==> config.mk <==
export PLATFORM = sky130hd
export DESIGN_NAME = sensor_calib_ctrl
export DESIGN_NICKNAME = d
export VERILOG_FILES = /design/src/rtl/sensor_calib_ctrl.sv
export SDC_FILE = /design/constraint.sdc
export NUM_CORES = 1
export LEC_CHECK = 0
export ABC_AREA = 1
export BUFFER_PORTS_ARGS = -buffer_cell sky130_fd_sc_hd__clkbuf_2
export CORE_MARGIN = 2
export CORE_UTILIZATION = 49
export CTS_BUF_LIST = sky130_fd_sc_hd__clkbuf_16
export CTS_CLUSTER_DIAMETER = 150
export DETAILED_ROUTE_END_ITERATION = 10
export PLACE_DENSITY_LB_ADDON = 0.08
export SLEW_MARGIN = 20
export SYNTH_ARGS = -nofsm -noshare
export SYNTH_HDL_FRONTEND = slang
export SYNTH_SLANG_ARGS = --single-unit
==> constraint.sdc <==
create_clock -name clk_i -period 7.1 [get_ports clk_i]
set_clock_uncertainty 0.05 [all_clocks]
set_input_delay 1.065 -clock clk_i [delete_from_list [all_inputs] [get_ports clk_i]]
set_output_delay 1.065 -clock clk_i [all_outputs]
set_load 0.01 [all_outputs]
==> src/rtl/sensor_calib_ctrl.sv <==
// Delay-line sensor calibration sequencer: sweeps the IDC/IDF thermometer code upward and stops at
// the first code whose averaged Hamming weight is at or below the latched target.
module sensor_calib_ctrl #(
  parameter int unsigned SENSOR_WIDTH  = 128,
  parameter int unsigned COARSE_WIDTH  = 32,
  parameter int unsigned FINE_WIDTH    = 96,
  parameter int unsigned SETTLE_CYCLES = 16,
  parameter int unsigned LOG_AVG       = 3
) (
  input  logic                                clk_i,
  input  logic                                rst,
  input  logic                                start_i,
  input  logic                                abort_i,
  input  logic [7:0]                          target_i,
  input  logic [SENSOR_WIDTH-1:0]             sensor_i,
  output logic [COARSE_WIDTH+FINE_WIDTH-1:0]  IDC_IDF_o,
  output logic                                IDC_IDF_en_o,
  output logic                                busy_o,
  output logic                                done_o,
  output logic                                fail_o,
  output logic [7:0]                          code_o,
  output logic [7:0]                          avg_o
);

  localparam int unsigned KMAX  = COARSE_WIDTH + FINE_WIDTH;
  localparam int unsigned NAVG  = 1 << LOG_AVG;
  localparam int unsigned SUM_W = 8 + LOG_AVG;
  localparam int unsigned CNT_W = $clog2(SETTLE_CYCLES + NAVG + 1);

  localparam logic [CNT_W-1:0] SettleLast = CNT_W'(SETTLE_CYCLES - 1);
  localparam logic [CNT_W-1:0] AccumLast  = CNT_W'(NAVG);
  localparam logic [7:0]       KmaxCode   = 8'(KMAX);

  localparam logic [2:0] StIdle   = 3'd0;
  localparam logic [2:0] StApply  = 3'd1;
  localparam logic [2:0] StSettle = 3'd2;
  localparam logic [2:0] StAccum  = 3'd3;
  localparam logic [2:0] StEval   = 3'd4;
  localparam logic [2:0] StDone   = 3'd5;

  logic [2:0]        state_q, state_d;
  logic [7:0]        k_q, k_d;
  logic [7:0]        target_q, target_d;
  logic [CNT_W-1:0]  cnt_q, cnt_d;
  logic [7:0]        pop_q, pop_d;
  logic [SUM_W-1:0]  sum_q, sum_d;
  logic [7:0]        avg_q, avg_d;
  logic              fail_q, fail_d;
  logic [KMAX-1:0]   idc_q, idc_d;
  logic [7:0]        avg_w;
  logic              in_sweep;

  // Coarse bits fill first; fine bits take the remainder once the coarse field saturates.
  function automatic logic [KMAX-1:0] thermo(input logic [7:0] k);
    logic [KMAX-1:0] t;
    int c;
    int f;
    t = '0;
    c = (int'(k) < int'(COARSE_WIDTH)) ? int'(k) : int'(COARSE_WIDTH);
    f = int'(k) - c;
    for (int i = 0; i < int'(COARSE_WIDTH); i++) t[i] = (i < c);
    for (int j = 0; j < int'(FINE_WIDTH); j++) t[COARSE_WIDTH+j] = (j < f);
    return t;
  endfunction

  assign avg_w    = 8'(sum_q >> LOG_AVG);
  assign in_sweep = (state_q == StApply) || (state_q == StSettle) ||
                    (state_q == StAccum) || (state_q == StEval);

  always_comb begin
    state_d  = state_q;
    k_d      = k_q;
    target_d = target_q;
    cnt_d    = cnt_q;
    pop_d    = pop_q;
    sum_d    = sum_q;
    avg_d    = avg_q;
    fail_d   = fail_q;
    idc_d    = idc_q;
    case (state_q)
      StIdle: begin
        if (start_i) begin
          target_d = target_i;
          k_d      = '0;
          fail_d   = 1'b0;
          idc_d    = thermo(8'd0);
          state_d  = StApply;
        end
      end
      StApply: begin
        cnt_d   = '0;
        state_d = StSettle;
      end
      StSettle: begin
        if (cnt_q == SettleLast) begin
          cnt_d   = '0;
          sum_d   = '0;
          state_d = StAccum;
        end else begin
          cnt_d = cnt_q + 1'b1;
        end
      end
      StAccum: begin
        // Popcount is registered, so the sum trails sampling by one cycle.
        if (cnt_q < AccumLast) pop_d = 8'($countones(sensor_i));
        if (cnt_q != '0) sum_d = sum_q + SUM_W'(pop_q);
        if (cnt_q == AccumLast) begin
          state_d = StEval;
        end else begin
          cnt_d = cnt_q + 1'b1;
        end
      end
      StEval: begin
        avg_d = avg_w;
        if (avg_w <= target_q) begin
          state_d = StDone;
        end else if (k_q == KmaxCode) begin
          fail_d  = 1'b1;
          state_d = StDone;
        end else begin
          k_d     = k_q + 8'd1;
          idc_d   = thermo(k_q + 8'd1);
          state_d = StApply;
        end
      end
      StDone:  state_d = StIdle;
      default: state_d = StIdle;
    endcase

    // Abort overrides any decision, including a pass in EVAL.
    if (abort_i && in_sweep) begin
      state_d = StDone;
      fail_d  = 1'b1;
      k_d     = k_q;
      idc_d   = idc_q;
    end
  end

  always_ff @(posedge clk_i) begin
    if (rst) begin
      state_q  <= StIdle;
      k_q      <= '0;
      target_q <= '0;
      cnt_q    <= '0;
      pop_q    <= '0;
      sum_q    <= '0;
      avg_q    <= '0;
      fail_q   <= 1'b0;
      idc_q    <= '0;
    end else begin
      state_q  <= state_d;
      k_q      <= k_d;
      target_q <= target_d;
      cnt_q    <= cnt_d;
      pop_q    <= pop_d;
      sum_q    <= sum_d;
      avg_q    <= avg_d;
      fail_q   <= fail_d;
      idc_q    <= idc_d;
    end
  end

  assign IDC_IDF_o    = idc_q;
  assign IDC_IDF_en_o = (state_q == StApply);
  assign busy_o       = in_sweep;
  assign done_o       = (state_q == StDone);
  assign fail_o       = fail_q;
  assign code_o       = k_q;
  assign avg_o        = avg_q;

endmodule
# Yosys cells after proc, flatten, opt, wreduce, memory -nomap -nowiden
# Index checks and enable logic that the tools add are counted.
# Widths: inputs -> output; s select.
# word_totals
ff_bits	180
inputBits	140
output_inout_bits	148
elab_cells	339
# classes
add_sub_neg	131
n_lt_le_gt_ge	131
n_eq_ne	20
muxes	27
bitwise_logic	1
n_reduce_logical	19
# ops
op	n
$mux 128	3
$lt 7x9->1 const A	32
$lt 8x9->1 const A	32
$pmux 128 s2	1
$lt 6x9->1 const A	16
$add 1x1->2	64
$lt 5x8->1 const A	16
$add 2x2->3	32
$lt 5x9->1 const A	8
$add 3x3->4	16
$lt 4x8->1 const A	8
$add 4x4->5	8
$lt 4x9->1 const A	4
$lt 3x8->1 const A	4
$mux 8	4
$add 5x5->6	4
$mux 11	2
$pmux 11 s2	1
$lt 3x9->1 const A	2
$mux 3	6
$lt 1x8->1 const A	2
$lt 2x8->1 const A	2
$pmux 8 s2	1
$pmux 3 s5	1
other kinds (37)	60

# Longest topological paths before layout
# logic_depth
ltp_word	8
mapped_depth	28
mapped_depth_nobuf	28

# Worst setup path before layout
# Ideal clock, no wire load.
# synth_path
path_type	input to register
start	input port sensor_i[35]
end	register pop_q[6]
setup_ns	0.117
arrival_ns	7.535
slack_ns	-0.602
cell_stages	23
path_buffers	0
cell_sequence	inv_1 fa_1 inv_1 fa_1 fa_1 inv_1 fa_1 inv_1 fa_1 fa_1 fa_1 fa_1 inv_1 fa_1 fa_1 inv_1 fa_1 a31oi_1 o21ai_0 a21oi_1 nor2_1 o221ai_1 inv_1
# synth_via
elab_chain_len	7
# synth_rtl
item	line_no	source
from (decl)	15	input logic [SENSOR_WIDTH-1:0] sensor_i,
$add 1x1->2 (not written as such)	105	if (cnt_q < AccumLast) pop_d = 8'($countones(sensor_i));
$add 2x2->3 (not written as such)	105	
$add 3x3->4 (not written as such)	105	
$add 4x4->5 (not written as such)	105	
$add 5x5->6 (not written as such)	105	
$add 6x6->7 (not written as such)	105	
$add 7x7->8 (not written as such)	105	
to (signal assigned)	155	pop_q <= pop_d;
to (decl)	45	logic [7:0] pop_q, pop_d;
# Every way passes these cells.
# A chain may end at the register's enable or synchronous reset.

# Worst setup path after layout
# layout_path
start	input port sensor_i[57]
end	register pop_q[6]
# The elaborated chain is that of the path after synthesis.

==> impl_results.md <==
- Status: complete, but fails checks
- Failing checks: setup timing
- Worst Path Class, Setup: in -> reg
- Slowest stage delay, CP: 550 ps
- Crit-path leading delay family: adder cells
- CTS tree: built
- Layout Area Growth over Synthesis: 20.7%
- CP most frequent cell: fa_1
- Synth warn: 0
- Largest net degree at the start of global routing: 92
- Overflow after GRT: 0
- Die ar.: 25200 sq um
- Mapped Cells: 1486
- Gpl congestion: 0.859
- DR top layer: met4
- Avg WL per Cell: 14.8 um
- Detailed Route WL: 30.8 mm
- WP buf/inv: 8
- Most numerous cell in the Yosys netlist: nand2_1
- Initial Util: 0.500
- Overall die width: 159 um
- DRC violations left: 0
- CP max stage cell: fa_1
- Worst-case clock buffer depth: 2
- Synth Flop Type: dfxtp_1
- Max cap viols: 0
- Vias in the first global route: 10182
- Layout cells sized above 1: 0.245
- First-pass GRT wire length: 50.9 mm
- Synth Cell Area: 11700 sq um
- Register area share after synthesis: 0.307
- CTS root buffer: clkbuf_16
- Fin. Hold Viols: 0
- Final nets: 2053
- Post-synthesis average cell area: 7.90 sq um
- Area fraction of the dominant cell type after synthesis: 0.307
- Via count: 10366
- Period minus WS final: 7270 ps
- CTS Buf Count: 17
- Unrepaired setup endpoints after global routing: true
- Net Count, Synth: 1790
- Period utilisation layout: 1.02
- Critical path peak fanout: 2
- Least-Margin Pin Slew: 999 ps
- Number of synthesized flops with an enable pin: 0
- Port-buffer cells: 287
- Metal3 WL: 1.99 mm
- Worst-path clk slew: 80 ps
- Synth top cells by count: 332 x nand2_1, 253 x inv_1, 180 x dfxtp_1, 164 x a21oi_1, 116 x fa_1
- Hold Path Class: reg -> reg
- Routed metal-1 wirelength: 13.8 mm
- Count of cell types in the netlist: 52
- Rel. slew slack: 0.333
- # diodes: 0
- Crit end category: flip-flop
- Slack of the critical path: -168 ps
- Largest area contributor in the synthesized netlist: dfxtp_1
- Worst Setup Start Kind: primary input
- Met2 wire length: 14.5 mm
- Io pins: 288
- Final HPWL DP: 23.8 mm
- Clk sinks: 180
- Async set or reset register ratio after synthesis: 0
- FMAX: 138 MHz
- Clk Latency, worst-skew pair: 430 ps
- All-Layer GR Usage: 0.248
- Ranking of synthesized cells by area: dfxtp_1 31%, fa_1 20%, nand2_1 11%
- Detail Route Antenna Nets: 0
- Min Hold Slack: 415 ps
- Initial detailed-routing violation count: 645
- Htree depth: 4
- FF+latch count, synth: 180
- Initial antenna violation count: 0
- Worst path required time: 7420 ps
- Data arrival, critical path: 7580 ps
- Row count: 56
- Core area: 23500 sq um
- Final setup violation count: 4
- Pins over their slew limit: 0
- 1st-pass router iterations: 5
- DR vias/cell: 4.98
- Hold_buf cts: 0
- Die Y: 159 um
## layout make-up
cell class / instances / area [sq um]
multi-input cells: 979 / 6960
clock inverters: 15 / 181
repair buffers: 303 / 1600
clock buffers: 17 / 425
inverters: 268 / 1010
well taps: 319 / 399
flip-flops and latches: 180 / 3600
fillers: 2167 / 9300
## metal layers
metal,track usage,up-vias
met2,0.408,302
met1,0.331,4859
met5,0,-
met3,0.0559,29
met4,0.0630,0
li1,-,5176
## sequential cells by signal (all words and copies together), names as in the netlist
signal	cells
IDC_IDF_o	128
avg_o	8
cnt_q	5
code_o	8
fail_o	1
pop_q	8
state_q	3
sum_q	11
target_q	8
## timing repair
item / in CTS / in global routing
setup endpoints to repair: 6 / 7
gates resized for setup: 19 / 17
cloned: 0 / 0
pin swaps: 19 / 12
setup buffers: 5 / 1
## cell families (layout without fill, tap and decap cells)
group / count (synthesis) / in the layout / share of synthesized area
AO/OA/AOI/OAI: 298 / 298 / 0.140
XOR/XNOR: 5 / 5 / 0.00373
adder cells (fa/ha/maj): 164 / 164 / 0.249
buffers and inverters: 327 / 603 / 0.112
flip-flops: 180 / 180 / 0.307
other: 1 / 1 / 0.000319
AND/OR/NAND/NOR: 511 / 511 / 0.188
## final timing paths
kind                  from             end  slack [ps]  cells after the start
max reg2reg      code_o[0]  IDC_IDF_o[103]        3370                     15
max           sensor_i[57]        pop_q[6]        -170                     26
min reg2reg  IDC_IDF_o[99]   IDC_IDF_o[99]         420                      2
min          IDC_IDF_o[99]   IDC_IDF_o[99]         420                      2
## worst reg2reg max path: cells and delay by family (launching register included)
kind	cells	cell delay (ps)
compound gates	2	270
simple gates	8	1060
flops	1	520
fa+ha+maj	1	240
buf+inv	4	1510
## per-stage QoR
step                instance area, sq um  setup TNS, ps  cells   util  worst slack, ps
floorplan                          11800          -1220   1486      -             -381
global placement                   13400          -3440   2044  0.570             -660
detailed placement                 13400          -3950   2045  0.571             -712
CTS                                14100           -700   2081  0.601             -166
global route                       14200          -1530   2081  0.604             -336
finish                             14200           -416   2081  0.604             -168
## cells in the final DEF (no fill, tap or decap), types with 3 or more instances in the layout
cell,instances
nand4_1,11
dfxtp_1,180
clkbuf_16,17
o21ai_2,13
a22oi_1,6
nor3_1,6
nor2_1,79
a21oi_2,13
nand3_2,6
inv_1,246
inv_2,20
clkinv_8,6
ha_4,3
a21oi_1,160
nor2_4,5
nand3_1,43
nor2_2,4
a31oi_1,12
nand2_1,331
fa_2,9
clkbuf_2,285
nand3_4,3
o21ai_0,64
inv_6,7
buf_4,13
o21ai_1,13
buf_6,4
ha_1,45
nand2_2,10
o211ai_1,7
fa_1,107
Power is not shown: default switching activity piles up to over one toggle a cycle in this logic, so the estimate is an artifact.
